==> config.mk <==
export PLATFORM = sky130hd
export DESIGN_NAME = machine_display
export DESIGN_NICKNAME = d
export VERILOG_FILES = /design/src/rtl/machine_display.sv
export SDC_FILE = /design/constraint.sdc
export NUM_CORES = 1
export LEC_CHECK = 0
export ABC_CLOCK_PERIOD_IN_PS = 3700
export CAP_MARGIN = 20
export CORE_ASPECT_RATIO = 2
export CORE_MARGIN = 1
export CORE_UTILIZATION = 40
export CTS_BUF_LIST = sky130_fd_sc_hd__clkbuf_8 sky130_fd_sc_hd__clkbuf_16
export CTS_CLUSTER_DIAMETER = 50
export CTS_CLUSTER_SIZE = 40
export DETAILED_ROUTE_END_ITERATION = 6
export GPL_ROUTABILITY_DRIVEN = 0
export GPL_TIMING_DRIVEN = 0
export SYNTH_ARGS = -nofsm -noshare
export SYNTH_HDL_FRONTEND = slang
export SYNTH_SLANG_ARGS = --single-unit
==> constraint.sdc <==
create_clock -name system1000 -period 3.7 [get_ports system1000]
set_clock_uncertainty 0.15 [all_clocks]
set_input_delay 0.74 -clock system1000 [delete_from_list [all_inputs] [get_ports system1000]]
set_output_delay 0.74 -clock system1000 [all_outputs]
set_load 0.01 [all_outputs]
==> src/rtl/machine_display.sv <==
// machine_display: scans a 20-bit machine state snapshot onto a 4-digit
// common-anode seven-segment display, with cursor dots and LEDs.
module machine_display #(
   parameter int DIV   = 50000,
   parameter int BLANK = 500
) (
   input  logic        system1000,
   input  logic        system1000_rstn,
   input  logic [19:0] s,
   output logic [3:0]  an,
   output logic [6:0]  seg,
   output logic        dp,
   output logic [3:0]  led,
   output logic        frame
);
   localparam int CW = $clog2(DIV);
   localparam logic [6:0] SEG_LUT [16] = '{
      7'h40, 7'h79, 7'h24, 7'h30, 7'h19, 7'h12, 7'h02, 7'h78,
      7'h00, 7'h10, 7'h08, 7'h03, 7'h46, 7'h21, 7'h06, 7'h0E
   };
   logic [CW-1:0] cnt_q, cnt_d;
   logic [1:0]    idx_q, idx_d;
   logic [19:0]   shadow_q, shadow_d;
   logic [3:0]    an_q, an_d, led_q, nib;
   logic [6:0]    seg_q, seg_d;
   logic          dp_q, dp_d, frame_q, frame_d, wrap;
   always_comb begin
      wrap     = cnt_q == CW'(DIV - 1);
      cnt_d    = wrap ? '0 : cnt_q + 1'b1;
      idx_d    = wrap ? idx_q + 2'd1 : idx_q;
      frame_d  = wrap && idx_q == 2'd3;
      shadow_d = frame_d ? s : shadow_q;
      nib      = idx_q == 2'd0 ? shadow_q[19:16] :
                 idx_q == 2'd1 ? shadow_q[15:12] :
                 idx_q == 2'd2 ? shadow_q[11:8]  : shadow_q[7:4];
      // anodes stay dark during the dead time; seg/dp already carry the slot
      an_d     = cnt_q < CW'(BLANK) ? 4'b1111 : ~(4'b1000 >> idx_q);
      seg_d    = SEG_LUT[nib];
      dp_d     = ~shadow_q[2'd3 - idx_q];
   end
   always_ff @(posedge system1000 or negedge system1000_rstn) begin
      if (!system1000_rstn) begin
         cnt_q    <= '0;
         idx_q    <= '0;
         shadow_q <= '0;
         an_q     <= 4'b1111;
         seg_q    <= 7'h7F;
         dp_q     <= 1'b1;
         led_q    <= '0;
         frame_q  <= 1'b0;
      end else begin
         cnt_q    <= cnt_d;
         idx_q    <= idx_d;
         shadow_q <= shadow_d;
         an_q     <= an_d;
         seg_q    <= seg_d;
         dp_q     <= dp_d;
         led_q    <= shadow_q[3:0];
         frame_q  <= frame_d;
      end
   end
   assign an    = an_q;
   assign seg   = seg_q;
   assign dp    = dp_q;
   assign led   = led_q;
   assign frame = frame_q;
endmodule

==> results.ini, run 1 <==
[clocking]
path_clk_slew_ns=0.07
cts_htree_levels=2
cts_sinks=55
cts_buffers=5
clockBufferDepth=2
ctsHoldBuffers=0
clk_latency_ns=0.30
root_buffer=clkbuf_16
cts_tree=done
post_cts_resized=0
postCtsSetupBuffers=0

[synth]
ys_seq_area_share_pct=53.6
post_synth_num_cell_types=37
synth-edff-count=0
synth.avg_cell_area_um2=13.1
syn_inst=199
synth_fp_nets=232
ys_warn_count=0
synth.ff_latch_count=55
synth-async-reset-ratio_pct=100
ys.flop_type=dfrtp_1
netlist_area_mm2=0.00260

[route]
drc_errors=0
wl_per_cell_um=15.7
ant_nets=0
vias_per_cell=4.92
vias=1634
drtPass1Iterations=4
drtIter0Drc=45
postRouteWirelength_um=5200

[floorplan]
num_rows=41
die_area_mm2=0.00684
io_pins=39
dieHeight_um=116
coreArea_mm2=0.00631
die_w_um=59.0
start_util_pct=41.2

[critical_path]
cp.arrival_ns=2.87
crit_fanout=10
rrSetupSlack_ns=0.91
critPathKind=register to register
required_ns=3.77
worstSetupStartpointType=register
cp-end-kind=register

[global_routing]
grt_overflow=0
grt_max_degree=32
grt_pass1_wl_um=8260
grt_pass1_vias=1705
track_usage_pct=17.0
antenna_found_initial=0

[sta]
min_period_over_period_pct=75.5
setup_viol=0
rsz0062_at_grt=false
slew_headroom_pct=42.6
hold_viol=0
slew_viol_final=0
fmax_mhz=358
layout_min_cycle_time_ns=2.79
tightest_slew_ns=0.861
tns_ns=0

[cells_and_area]
syn_to_final_growth_pct=26.1
multi_input_area_mm2=0.00112
ff_latch_area_mm2=0.00139
final_cell_mix=dfrtp_1 (43), clkdlybuf4s50_1 (37), mux2_4 (19), inv_1 (12), dfstp_2 (12)
final_layout_size_suffix_gt1_share_pct=20.3
final_common_cell=dfrtp_1
final_area_mm2=0.00327
fin_cells=332
nets=278
diodes=0
fin_util_pct=51.9
n_fill_cell=577

[min_path]
hold_path_class=register to register

[place]
dpl-instance-area_mm2=0.00310
place_inst=324
dp_hpwl_um=3890
io_buffers=38

[pwr]
ir_drop_uv=224
power_density_mw_per_mm2=396
p_leak_nw=1.49

[status]
status=finished clean

[flow_run]
max_cap_violations=0

## critical path: stages (launching register included)
cell      delay, ns
dfrtp_1        0.44
inv_1          0.14
ha_1           0.15
clkbuf_1       0.30
mux2i_1        0.40
a211o_1        0.29
buf_1          0.42
mux2i_1        0.16
a22o_1         0.27
## cell families after synthesis
| kind of cell | share of synthesized area (%) |
|---|---|
| AOI/OAI and AO/OA | 4.58 |
| adders and majority gates | 5.30 |
| DFF | 53.6 |
| buffers and inverters | 3.23 |
| muxes | 17.0 |
| xor gates and xnor gates | 4.72 |
| and+or+nand+nor | 11.7 |
## area by class of cell
cell class | instances | share of cell area (%)
tap | 86 | 3.29
sequential | 55 | 42.5
timing repair buffer | 39 | 12.1
clock buffer | 6 | 4.24
multi-input combinational | 126 | 34.3
buffer | 6 | 1.18
clock inverter | 2 | 1.07
inverter | 12 | 1.38
## where the power goes
group / switching, mW / total [mW] / internal [mW]
logic: 0.0456 / 0.111 / 0.0654
registers: 0.00931 / 0.636 / 0.627
clock network: 0.212 / 0.549 / 0.337
## flip-flops by register name (all words and copies together), names as in the netlist
register  cells
shadow_q     20
cnt_q        16
seg           7
an            4
led           4
idx_q         2
dp            1
frame         1
## routing by layer
layer / wire [µm] / vias up / GRT usage (%)
met5: 0 / - / 0
met4: 241 / 0 / 11.4
met3: 127 / 14 / 3.79
met2: 2910 / 30 / 31.2
met1: 1920 / 805 / 16.2
li1: - / 785 / -
## Yosys cell counts, drive strengths merged, types with 5 or more instances
cell / number / area [µm²]
mux2: 21 / 308
dfrtp: 43 / 1080
mux2i: 11 / 110
o21ai: 5 / 25.0
dfstp: 12 / 315
nand2: 8 / 32.5
nor2: 11 / 41.3
xnor2: 7 / 61.3
nor3b: 5 / 37.5
nand3: 9 / 45.0
inv: 12 / 45.0
ha: 11 / 138
xor2: 7 / 61.3
nor4: 6 / 52.6
## per-stage QoR
step	power [mW]	hold WS, ns	setup WS [ns]
floorplan	0.693	0.219	1.46
global route	1.34	0.271	0.822
global placement	0.756	0.227	0.0353
CTS	1.31	0.261	0.899
finish	1.30	0.256	0.908
detailed placement	0.759	0.235	0.919
## final timing paths
| check | end | startpoint | depth (start not counted) |
|---|---|---|---|
| worst max register to register | seg[1]$_DFF_PN1_ | idx_q[0]$_DFFE_PN0N_ | 8 |
| worst min register to register | led[0]$_DFF_PN0_ | shadow_q[0]$_DFFE_PN0P_ | 0 |
| worst min-delay path | led[0]$_DFF_PN0_ | shadow_q[0]$_DFFE_PN0P_ | 0 |
| min in group asynchronous | led[3]$_DFF_PN0_ | system1000_rstn | 1 |
| worst max-delay path | seg[1]$_DFF_PN1_ | idx_q[0]$_DFFE_PN0N_ | 8 |
| max in group asynchronous | an[0]$_DFF_PN1_ | system1000_rstn | 2 |
Note: power is estimated with default switching activity, not from simulation.
==> run 2, diff against run 1 <==
- ABC_CLOCK_PERIOD_IN_PS: 3700 -> 2900
- clock period: 3.7 -> 2.9 ns (I/O delays scaled with it)
==> results of run 2 <==
Same layout as run 1 (identical final DEF). Status: finished clean.
Main changes from that run: setup slack after placement 0.919 ns -> 0.119 ns; setup slack after layout 0.908 ns -> 0.108 ns; hold slack 0.256 ns -> 0.177 ns; register-to-register setup slack 0.91 ns -> 0.11 ns; total power 1.30 mW -> 1.65 mW; worst IR drop on VDD 224 µV -> 286 µV
==> run 3, diff against run 2 <==
- CORE_MARGIN: 1 -> 2
==> results.ini, run 3 (synthesis results as in run 1) <==
[status]
status=finished clean

[place]
place_inst=324
dp_hpwl_um=3780
dpl-instance-area_mm2=0.00310
io_buffers=38

[critical_path]
reg2reg_depth=9
worstSetupStartpointType=register
required_ns=2.95
crit_fanout=6
cp.arrival_ns=2.83
critPathKind=register to register
cp-end-kind=register

[cells_and_area]
largest_reg_flops=20
fin_util_pct=52.2
fin_cells=332
multi_input_area_mm2=0.00112
final_layout_size_suffix_gt1_share_pct=20.7
final_area_mm2=0.00329
syn_to_final_growth_pct=26.8
nets=278
ff_latch_area_mm2=0.00139
final_cell_mix=dfrtp_1 (43), clkdlybuf4s50_1 (37), mux2_4 (19), inv_1 (12), dfstp_2 (12)
final_common_cell=dfrtp_1
diodes=0
regMostFlops=shadow_q
n_fill_cell=552

[clocking]
cts_buffers=5
postCtsSetupBuffers=0
clockBufferDepth=2
cts_sinks=55
root_buffer=clkbuf_16
ctsHoldBuffers=0
cts_htree_levels=2
post_cts_resized=0
path_clk_slew_ns=0.07
clk_latency_ns=0.30
cts_tree=done

[global_routing]
antenna_found_initial=0
grt_overflow=0
grt_pass1_vias=1757
grt_pass1_wl_um=8470
track_usage_pct=16.2
grt_max_degree=39

[floorplan]
die_area_mm2=0.00719
start_util_pct=41.2
num_rows=41
dieHeight_um=118
coreArea_mm2=0.00631
io_pins=39
die_w_um=61.0

[sta]
hold_viol=0
tns_ns=0
holdWs_ns=0.0544
tightest_slew_ns=0.817
fmax_mhz=360
rsz0062_at_grt=false
setup_viol=0
min_period_over_period_pct=95.8
slew_viol_final=0
layout_min_cycle_time_ns=2.78
slew_headroom_pct=45.5

[flow_run]
max_cap_violations=0

[min_path]
hold_path_class=input port to asynchronous set/reset pin

[route]
drtPass1Iterations=4
vias=1593
wl_per_cell_um=15.3
drc_errors=0
postRouteWirelength_um=5070
vias_per_cell=4.80
drtIter0Drc=99
ant_nets=0

[pwr]
ir_drop_uv=354
power_density_mw_per_mm2=525
p_leak_nw=1.50

-- run 3: cell types whose count changed in the layout (fill, tap and decap cells not counted) --
cell        delta
buf_1          -1
bufinv_16      +1
clkinvlp_4     +1
clkbuf_2       +1
clkinv_2       -1
clkbuf_8       -1
-- run 3: path summary, 6_finish.rpt --
kind	end	slack [ns]	startpoint
setup / recovery	seg[4]$_DFF_PN1_	0.12	idx_q[0]$_DFFE_PN0N_
hold / removal	led[3]$_DFF_PN0_	0.05	system1000_rstn
setup reg to reg	seg[4]$_DFF_PN1_	0.12	idx_q[0]$_DFFE_PN0N_
hold reg to reg	led[0]$_DFF_PN0_	0.25	shadow_q[0]$_DFFE_PN0P_
max in group asynchronous	an[2]$_DFF_PN1_	1.95	system1000_rstn
min in group system1000	led[0]$_DFF_PN0_	0.25	shadow_q[0]$_DFFE_PN0P_
-- run 3: where the power goes --
| part | total (mW) | internal, mW | switching (mW) | leakage (nW) |
|---|---|---|---|---|
| sequential | 0.812 | 0.800 | 0.0120 | 0.656 |
| clock | 0.776 | 0.495 | 0.282 | 0.0900 |
| combinational | 0.140 | 0.0835 | 0.0570 | 0.754 |
-- run 3: per-stage QoR --
step                setup WS, ns  total power, mW
global route              0.0395             1.78
CTS                       0.0788             1.74
global placement          -0.607            0.965
finish                     0.121             1.73
detailed placement         0.105            0.968
floorplan                  0.664            0.884
-- run 3: final cells by class --
type | count | share of cell area (%)
sequential | 55 | 42.2
multi-input combinational | 126 | 34.1
timing repair buffer | 39 | 12.0
clock buffer | 5 | 3.80
tap | 86 | 3.27
clock inverter | 3 | 2.05
inverter | 12 | 1.37
buffer | 6 | 1.22
-- run 3: critical path: stages (launching register included) --
cell and delay [ns]:
dfrtp_1 0.44, inv_1 0.15, ha_1 0.16, clkbuf_1 0.28, mux2i_1 0.37, a221o_1 0.33, inv_1 0.11, ha_1 0.20
mux2_2 0.26, o21ai_0 0.24
-- run 3: metal layers --
metal | up-vias | routed length [µm] | GRT usage, %
met2 | 32 | 2890 | 28.4
li1 | 785 | - | -
met1 | 766 | 1860 | 16.9
met5 | - | 0 | 0
met3 | 10 | 164 | 4.40
met4 | 0 | 159 | 7.74
